--- src/rtl/leaky_relu_derivative_child_if.sv ---
`default_nettype none
// +----------------------------------------------------------------------+
// | leaky_relu_derivative_child_if                                       |
// | Forward-sign capture / backward-gradient bundle for one column.      |
// | Revision: 1.0                                                        |
// +----------------------------------------------------------------------+
interface leaky_relu_derivative_child_if;
   logic        lrd_clear_in;
   logic        lrd_fwd_valid_in;
   logic [15:0] lrd_fwd_data_in;
   logic        lrd_grad_valid_in;
   logic [15:0] lrd_grad_in;
   logic [15:0] lrd_leak_factor_in;
   logic [15:0] lrd_grad_out;
   logic        lrd_valid_out;
   logic        lrd_full;
   logic        lrd_empty;
   logic        lrd_overflow;
   logic        lrd_underflow;

   modport master (
      output lrd_clear_in, lrd_fwd_valid_in, lrd_fwd_data_in,
             lrd_grad_valid_in, lrd_grad_in, lrd_leak_factor_in,
      input  lrd_grad_out, lrd_valid_out, lrd_full, lrd_empty,
             lrd_overflow, lrd_underflow
   );

   modport slave (
      input  lrd_clear_in, lrd_fwd_valid_in, lrd_fwd_data_in,
             lrd_grad_valid_in, lrd_grad_in, lrd_leak_factor_in,
      output lrd_grad_out, lrd_valid_out, lrd_full, lrd_empty,
             lrd_overflow, lrd_underflow
   );
endinterface
`default_nettype wire

--- src/rtl/leaky_relu_derivative_child.sv ---
`default_nettype none
// +----------------------------------------------------------------------+
// | leaky_relu_derivative_child                                          |
// | Records pre-activation signs, applies leaky ReLU derivative to grads.|
// | Revision: 1.0                                                        |
// +----------------------------------------------------------------------+

// Q8.8 multiply, round half up, saturate to signed 16 bits.
module fxp_mul (
   input  logic signed [15:0] a,
   input  logic signed [15:0] b,
   output logic signed [15:0] y
);
   logic signed [31:0] w_prod;
   logic signed [31:0] w_rnd;

   always_comb begin
      w_prod = 32'(a) * 32'(b);
      w_rnd  = (w_prod + 32'sd128) >>> 8;
      if (w_rnd > 32'sd32767)
         y = 16'sh7FFF;
      else if (w_rnd < -32'sd32768)
         y = 16'sh8000;
      else
         y = w_rnd[15:0];
   end
endmodule

module leaky_relu_derivative_child #(
   parameter int DEPTH = 16
) (
   input  logic clk,
   input  logic rst,
   leaky_relu_derivative_child_if.slave lrd
);
   localparam int               c_PTR_W  = $clog2(DEPTH);
   localparam logic [c_PTR_W:0] c_FULL   = (c_PTR_W + 1)'(DEPTH);
   localparam logic [c_PTR_W:0] c_CNT1   = (c_PTR_W + 1)'(1);
   localparam logic [c_PTR_W-1:0] c_PTR1 = c_PTR_W'(1);

   logic                 r_mem [DEPTH];
   logic [c_PTR_W-1:0]   r_wr_ptr;
   logic [c_PTR_W-1:0]   r_rd_ptr;
   logic [c_PTR_W:0]     r_count;
   logic [15:0]          r_grad_out;
   logic                 r_valid_out;
   logic                 r_full;
   logic                 r_empty;
   logic                 r_overflow;
   logic                 r_underflow;

   logic                 w_fwd_neg;
   logic                 w_is_full;
   logic                 w_pop;
   logic                 w_push;
   logic [c_PTR_W:0]     w_next_count;
   logic signed [15:0]   w_mul;
   logic [15:0]          w_grad_d;

   assign w_fwd_neg = ($signed(lrd.lrd_fwd_data_in) < 16'sd0);
   assign w_is_full = (r_count == c_FULL);
   assign w_pop     = lrd.lrd_grad_valid_in && (r_count != '0);
   // A pop in the same cycle frees the slot, so a full FIFO still accepts.
   assign w_push    = lrd.lrd_fwd_valid_in && (!w_is_full || w_pop);

   always_comb begin
      w_next_count = r_count;
      if (w_push && !w_pop)
         w_next_count = r_count + c_CNT1;
      else if (w_pop && !w_push)
         w_next_count = r_count - c_CNT1;
   end

   fxp_mul u_fxp_mul (
      .a (lrd.lrd_grad_in),
      .b (lrd.lrd_leak_factor_in),
      .y (w_mul)
   );

   assign w_grad_d = r_mem[r_rd_ptr] ? w_mul : lrd.lrd_grad_in;

   // Sign storage needs no reset; pointers gate which bits are reachable.
   always_ff @(posedge clk) begin
      if (w_push && !lrd.lrd_clear_in)
         r_mem[r_wr_ptr] <= w_fwd_neg;
   end

   always_ff @(posedge clk or posedge rst) begin
      if (rst) begin
         r_wr_ptr    <= '0;
         r_rd_ptr    <= '0;
         r_count     <= '0;
         r_grad_out  <= '0;
         r_valid_out <= 1'b0;
         r_full      <= 1'b0;
         r_empty     <= 1'b1;
         r_overflow  <= 1'b0;
         r_underflow <= 1'b0;
      end else if (lrd.lrd_clear_in) begin
         r_wr_ptr    <= '0;
         r_rd_ptr    <= '0;
         r_count     <= '0;
         r_grad_out  <= '0;
         r_valid_out <= 1'b0;
         r_full      <= 1'b0;
         r_empty     <= 1'b1;
         r_overflow  <= 1'b0;
         r_underflow <= 1'b0;
      end else begin
         if (w_push)
            r_wr_ptr <= r_wr_ptr + c_PTR1;
         if (w_pop)
            r_rd_ptr <= r_rd_ptr + c_PTR1;
         r_count     <= w_next_count;
         r_full      <= (w_next_count == c_FULL);
         r_empty     <= (w_next_count == '0);
         r_valid_out <= w_pop;
         r_grad_out  <= w_pop ? w_grad_d : 16'h0000;
         if (lrd.lrd_fwd_valid_in && w_is_full && !w_pop)
            r_overflow <= 1'b1;
         if (lrd.lrd_grad_valid_in && (r_count == '0))
            r_underflow <= 1'b1;
      end
   end

   assign lrd.lrd_grad_out  = r_grad_out;
   assign lrd.lrd_valid_out = r_valid_out;
   assign lrd.lrd_full      = r_full;
   assign lrd.lrd_empty     = r_empty;
   assign lrd.lrd_overflow  = r_overflow;
   assign lrd.lrd_underflow = r_underflow;
endmodule
`default_nettype wire

--- src/flat_wrapper.sv ---
// flat-port wrapper written by rule: the top's interface ports become plain ports
module leaky_relu_derivative_child_flat 
#(
   parameter int DEPTH = 16
)
  (clk, rst, lrd_lrd_clear_in, lrd_lrd_fwd_valid_in, lrd_lrd_fwd_data_in, lrd_lrd_grad_valid_in, lrd_lrd_grad_in, lrd_lrd_leak_factor_in, lrd_lrd_grad_out, lrd_lrd_valid_out, lrd_lrd_full, lrd_lrd_empty, lrd_lrd_overflow, lrd_lrd_underflow);
  leaky_relu_derivative_child_if lrd_i ();
  input  logic clk;
  input  logic rst;
  input wire logic [$bits(lrd_i.lrd_clear_in)-1:0] lrd_lrd_clear_in;
  input wire logic [$bits(lrd_i.lrd_fwd_valid_in)-1:0] lrd_lrd_fwd_valid_in;
  input wire logic [$bits(lrd_i.lrd_fwd_data_in)-1:0] lrd_lrd_fwd_data_in;
  input wire logic [$bits(lrd_i.lrd_grad_valid_in)-1:0] lrd_lrd_grad_valid_in;
  input wire logic [$bits(lrd_i.lrd_grad_in)-1:0] lrd_lrd_grad_in;
  input wire logic [$bits(lrd_i.lrd_leak_factor_in)-1:0] lrd_lrd_leak_factor_in;
  output wire logic [$bits(lrd_i.lrd_grad_out)-1:0] lrd_lrd_grad_out;
  output wire logic [$bits(lrd_i.lrd_valid_out)-1:0] lrd_lrd_valid_out;
  output wire logic [$bits(lrd_i.lrd_full)-1:0] lrd_lrd_full;
  output wire logic [$bits(lrd_i.lrd_empty)-1:0] lrd_lrd_empty;
  output wire logic [$bits(lrd_i.lrd_overflow)-1:0] lrd_lrd_overflow;
  output wire logic [$bits(lrd_i.lrd_underflow)-1:0] lrd_lrd_underflow;
  assign lrd_i.lrd_clear_in = lrd_lrd_clear_in;
  assign lrd_i.lrd_fwd_valid_in = lrd_lrd_fwd_valid_in;
  assign lrd_i.lrd_fwd_data_in = lrd_lrd_fwd_data_in;
  assign lrd_i.lrd_grad_valid_in = lrd_lrd_grad_valid_in;
  assign lrd_i.lrd_grad_in = lrd_lrd_grad_in;
  assign lrd_i.lrd_leak_factor_in = lrd_lrd_leak_factor_in;
  assign lrd_lrd_grad_out = lrd_i.lrd_grad_out;
  assign lrd_lrd_valid_out = lrd_i.lrd_valid_out;
  assign lrd_lrd_full = lrd_i.lrd_full;
  assign lrd_lrd_empty = lrd_i.lrd_empty;
  assign lrd_lrd_overflow = lrd_i.lrd_overflow;
  assign lrd_lrd_underflow = lrd_i.lrd_underflow;
  leaky_relu_derivative_child #(.DEPTH(DEPTH)) u_core (.clk(clk), .rst(rst), .lrd(lrd_i));
endmodule
--- config.mk ---
export PLATFORM = sky130hd
export DESIGN_NAME = leaky_relu_derivative_child_flat
export DESIGN_NICKNAME = d
export VERILOG_FILES = /design/src/rtl/leaky_relu_derivative_child_if.sv /design/src/rtl/leaky_relu_derivative_child.sv /design/src/flat_wrapper.sv
export SDC_FILE = /design/constraint.sdc
export NUM_CORES = 1
export LEC_CHECK = 0
export BUFFER_PORTS_ARGS = -buffer_cell sky130_fd_sc_hd__buf_2
export CAP_MARGIN = 10
export CORE_UTILIZATION = 35
export DETAILED_ROUTE_END_ITERATION = 10
export PLACE_DENSITY_LB_ADDON = 0.12
export SYNTH_ARGS = -nofsm -noshare
export SYNTH_HDL_FRONTEND = slang
export SYNTH_SLANG_ARGS = --single-unit
--- constraint.sdc ---
create_clock -name clk -period 2.5 [get_ports clk]
set_clock_uncertainty 0.1 [all_clocks]
set_input_delay 0.125 -clock clk [delete_from_list [all_inputs] [get_ports clk]]
set_output_delay 0.125 -clock clk [all_outputs]
set_load 0.05 [all_outputs]
==> flow_metrics.py <==
metrics = {
    "status": {
        "outcome": "finished with violations",
        "violations": "setup timing",
    },
    "timing": {
        "setup_ws_ns": -3.656,
        "hold_viol_final": 0,
        "fin_crit_sh_pct": 246.3,
        "worst_pin_slew_ns": 1.110,
        "slew_violations": 0,
        "holdWs_ns": 0.1197,
        "rsz0062_at_grt": "yes",
        "fmax_mhz": 162.4,
        "period_needed_ns": 6.156,
        "setup_viol": 16,
        "maxSlewHeadroom_pct": 25.70,
    },
    "synth": {
        "synth-async-reset-ratio_pct": 68.00,
        "yosysUniqueCellTypes": 65,
        "netlist_area_um2": 12230,
        "syn_nets": 1685,
        "synth-seq-cells": 50,
        "synthFlopType": "dfrtp_1",
        "synthCells": 1286,
        "yosys_warnings": 0,
        "synth_edf_count": 16,
        "ys_seq_area_share_pct": 10.89,
        "synth_area_per_cell_um2": 9.512,
    },
    "layout": {
        "layout-drive-gt1-share_pct": 22.97,
        "final_area_um2": 15140,
        "fillers": 3421,
        "final_common_cell": "inv_1",
        "layout.nets": 1904,
        "synthToLayoutAreaGrowth_pct": 23.76,
        "antenna_cells": 0,
        "final_cell_mix": "inv_1 (302), fa_1 (249), buf_4 (175), nand2_1 (145), and2_1 (124)",
    },
    "die": {
        "core_area_um2": 34460,
        "start_util_pct": 35.50,
        "num_io_pins": 74,
        "die_y_um": 189.0,
        "rows": 68,
        "dieArea_um2": 35700,
        "die_w_um": 189.0,
    },
    "clocking": {
        "cts.sinks": 50,
        "clkLatencyLatePin_ns": 0.29,
        "h-tree-depth": 2,
        "root_buffer": "clkbuf_16",
        "cts_tree": "built",
        "numCtsBuffers": 5,
        "clockBufferDepth": 2,
        "clkTransAtPathRegs_ns": 0.07,
    },
    "setup_path": {
        "worstSetupStartpointType": "input port",
        "endpoint_kind": "flip-flop",
        "r2r_start": "u_core.r_rd_ptr[0]",
        "r2r_slack_ns": -0.17,
        "crit_type": "input port to flip-flop",
        "reg2regPathDepth": 6,
        "critPathArrivalTime_ns": 6.24,
        "path_max_fanout": 9,
        "critPathRequiredTime_ns": 2.58,
        "r2r_end": "u_core.lrd.lrd_grad_out[1]",
    },
    "placement": {
        "dp_slack_ns": -4.094,
        "placed_area_um2": 14460,
        "place.gp.congestion": 0.8155,
        "dp_hpwl_mm": 27.33,
        "portBuffers": 58,
    },
    "routing": {
        "wl_per_cell_um": 15.86,
        "routed_wl_mm": 31.10,
        "firstDrtPassIters": 5,
        "via_count": 9170,
        "drc": 0,
        "antenna_left": 0,
        "viasPerCell": 4.676,
        "drt_iter0_drc": 311,
    },
    "grt": {
        "grt_max_degree": 22,
        "grt_pass1_wl_mm": 52.19,
        "antenna_found_initial": 0,
        "grt_overflow": 0,
        "grt_usage_pct": 18.70,
        "first_global_vias": 9952,
    },
    "worst_hold_path": {
        "worstHoldPathType": "input port to flip-flop",
        "hold_depth": 1,
        "whs_endpoint": "u_core.r_mem[14]",
        "min_from": "lrd_lrd_fwd_data_in[15]",
    },
    "flow_run": {
        "drv_cap": 0,
    },
}
## worst max-delay path, stage by stage
cell	delay, ns
buf_4	0.17
buf_6	0.15
buf_4	0.16
and2_1	0.15
fa_1	0.50
inv_1	0.05
fa_1	0.51
inv_1	0.06
fa_1	0.50
fa_1	0.45
fa_1	0.51
fa_1	0.41
ha_1	0.30
and3_2	0.25
and3_2	0.21
a32oi_2	0.19
o31ai_4	0.12
o211ai_1	0.28
nand3_1	0.13
a2111o_1	0.50
a2bb2oi_4	0.24
o221a_2	0.26
## Yosys cell counts, types with 13 or more instances
| cell type | count | share of area [%] |
|---|---|---|
| a21oi_1 | 38 | 1.6 |
| edfxtp_1 | 16 | 3.9 |
| nand2_1 | 148 | 4.5 |
| xnor2_1 | 23 | 1.6 |
| xor2_1 | 13 | 0.93 |
| ha_1 | 84 | 8.6 |
| and2_1 | 133 | 6.8 |
| fa_1 | 262 | 43 |
| inv_1 | 309 | 9.5 |
| nor2_1 | 42 | 1.3 |
| clkbuf_1 | 33 | 1.0 |
| dfrtp_1 | 33 | 6.8 |
| o21ai_0 | 17 | 0.70 |
## metrics by stage
stage	std cells	util, %	setup TNS [ns]
floorplan	1286	-	-57.43
global placement	1939	41.97	-63.86
detailed placement	1939	41.97	-65.07
CTS	1953	43.05	-58.27
global route	1961	43.94	-60.76
finish	1961	43.94	-57.60
## logic make-up after synthesis
logic type | Yosys count | share of synthesized area (%)
simple gates | 374 | 15.24
buf+inv | 351 | 11.15
fa+ha+maj | 346 | 51.47
compound gates | 121 | 7.426
flops | 50 | 10.89
xor+xnor | 37 | 2.710
mux | 7 | 1.115
## state kept, by name (all words and copies together) (netlist names)
signal	count
u_core.r_count	5
u_core.lrd.lrd_grad_out	16
u_core.lrd.lrd_full	1
u_core.lrd.lrd_empty	1
u_core.lrd.lrd_valid_out	1
u_core.lrd.lrd_overflow	1
u_core.r_rd_ptr	4
u_core.lrd.lrd_underflow	1
u_core.r_wr_ptr	4
u_core.r_mem	16
## area by class of cell
cell class / count / area [um^2] / area share [%]
clock buffers: 6 / 128.9 / 0.8512
clock inverters: 2 / 13.76 / 0.09091
inverters: 309 / 1166 / 7.703
multi-input cells: 886 / 9882 / 65.27
flip-flops and latches: 50 / 1333 / 8.802
well taps: 455 / 569.3 / 3.760
repair buffers: 253 / 2047 / 13.52
## repair_timing
action,4_1_cts,5_1_grt
gates cloned,1,2
pin swaps,7,46
gates resized for setup,54,56
hold buffers,1,0
endpoints found under the setup margin,16,18
setup buffers,4,7
endpoints found under the hold margin,18,0
## per-layer routing
metal	up-vias	share of wire (%)	GRT usage [%]
met5	-	0	0
met4	0	0.80	1.892
met3	19	2.3	1.316
met2	117	53	34.81
met1	4693	44	24.40
li1	4341	-	-
## how the worst max path moves through the flow
stage / from / cells past startpoint / to / slack [ns]
2_1_floorplan: lrd_lrd_leak_factor_in[5] / 23 / u_core.lrd.lrd_grad_out[10] / -3.64
3_3_place_gp: lrd_lrd_grad_in[6] / 22 / u_core.lrd.lrd_grad_out[3] / -4.02
3_5_place_dp: lrd_lrd_grad_in[5] / 22 / u_core.lrd.lrd_grad_out[3] / -4.09
4_1_cts: lrd_lrd_grad_in[5] / 23 / u_core.lrd.lrd_grad_out[3] / -3.68
5_1_grt: lrd_lrd_leak_factor_in[4] / 23 / u_core.lrd.lrd_grad_out[0] / -3.86
6_report: lrd_lrd_grad_in[12] / 22 / u_core.lrd.lrd_grad_out[1] / -3.66
Power is not shown: default switching activity piles up to over one toggle a cycle in this logic, so the estimate is an artifact.
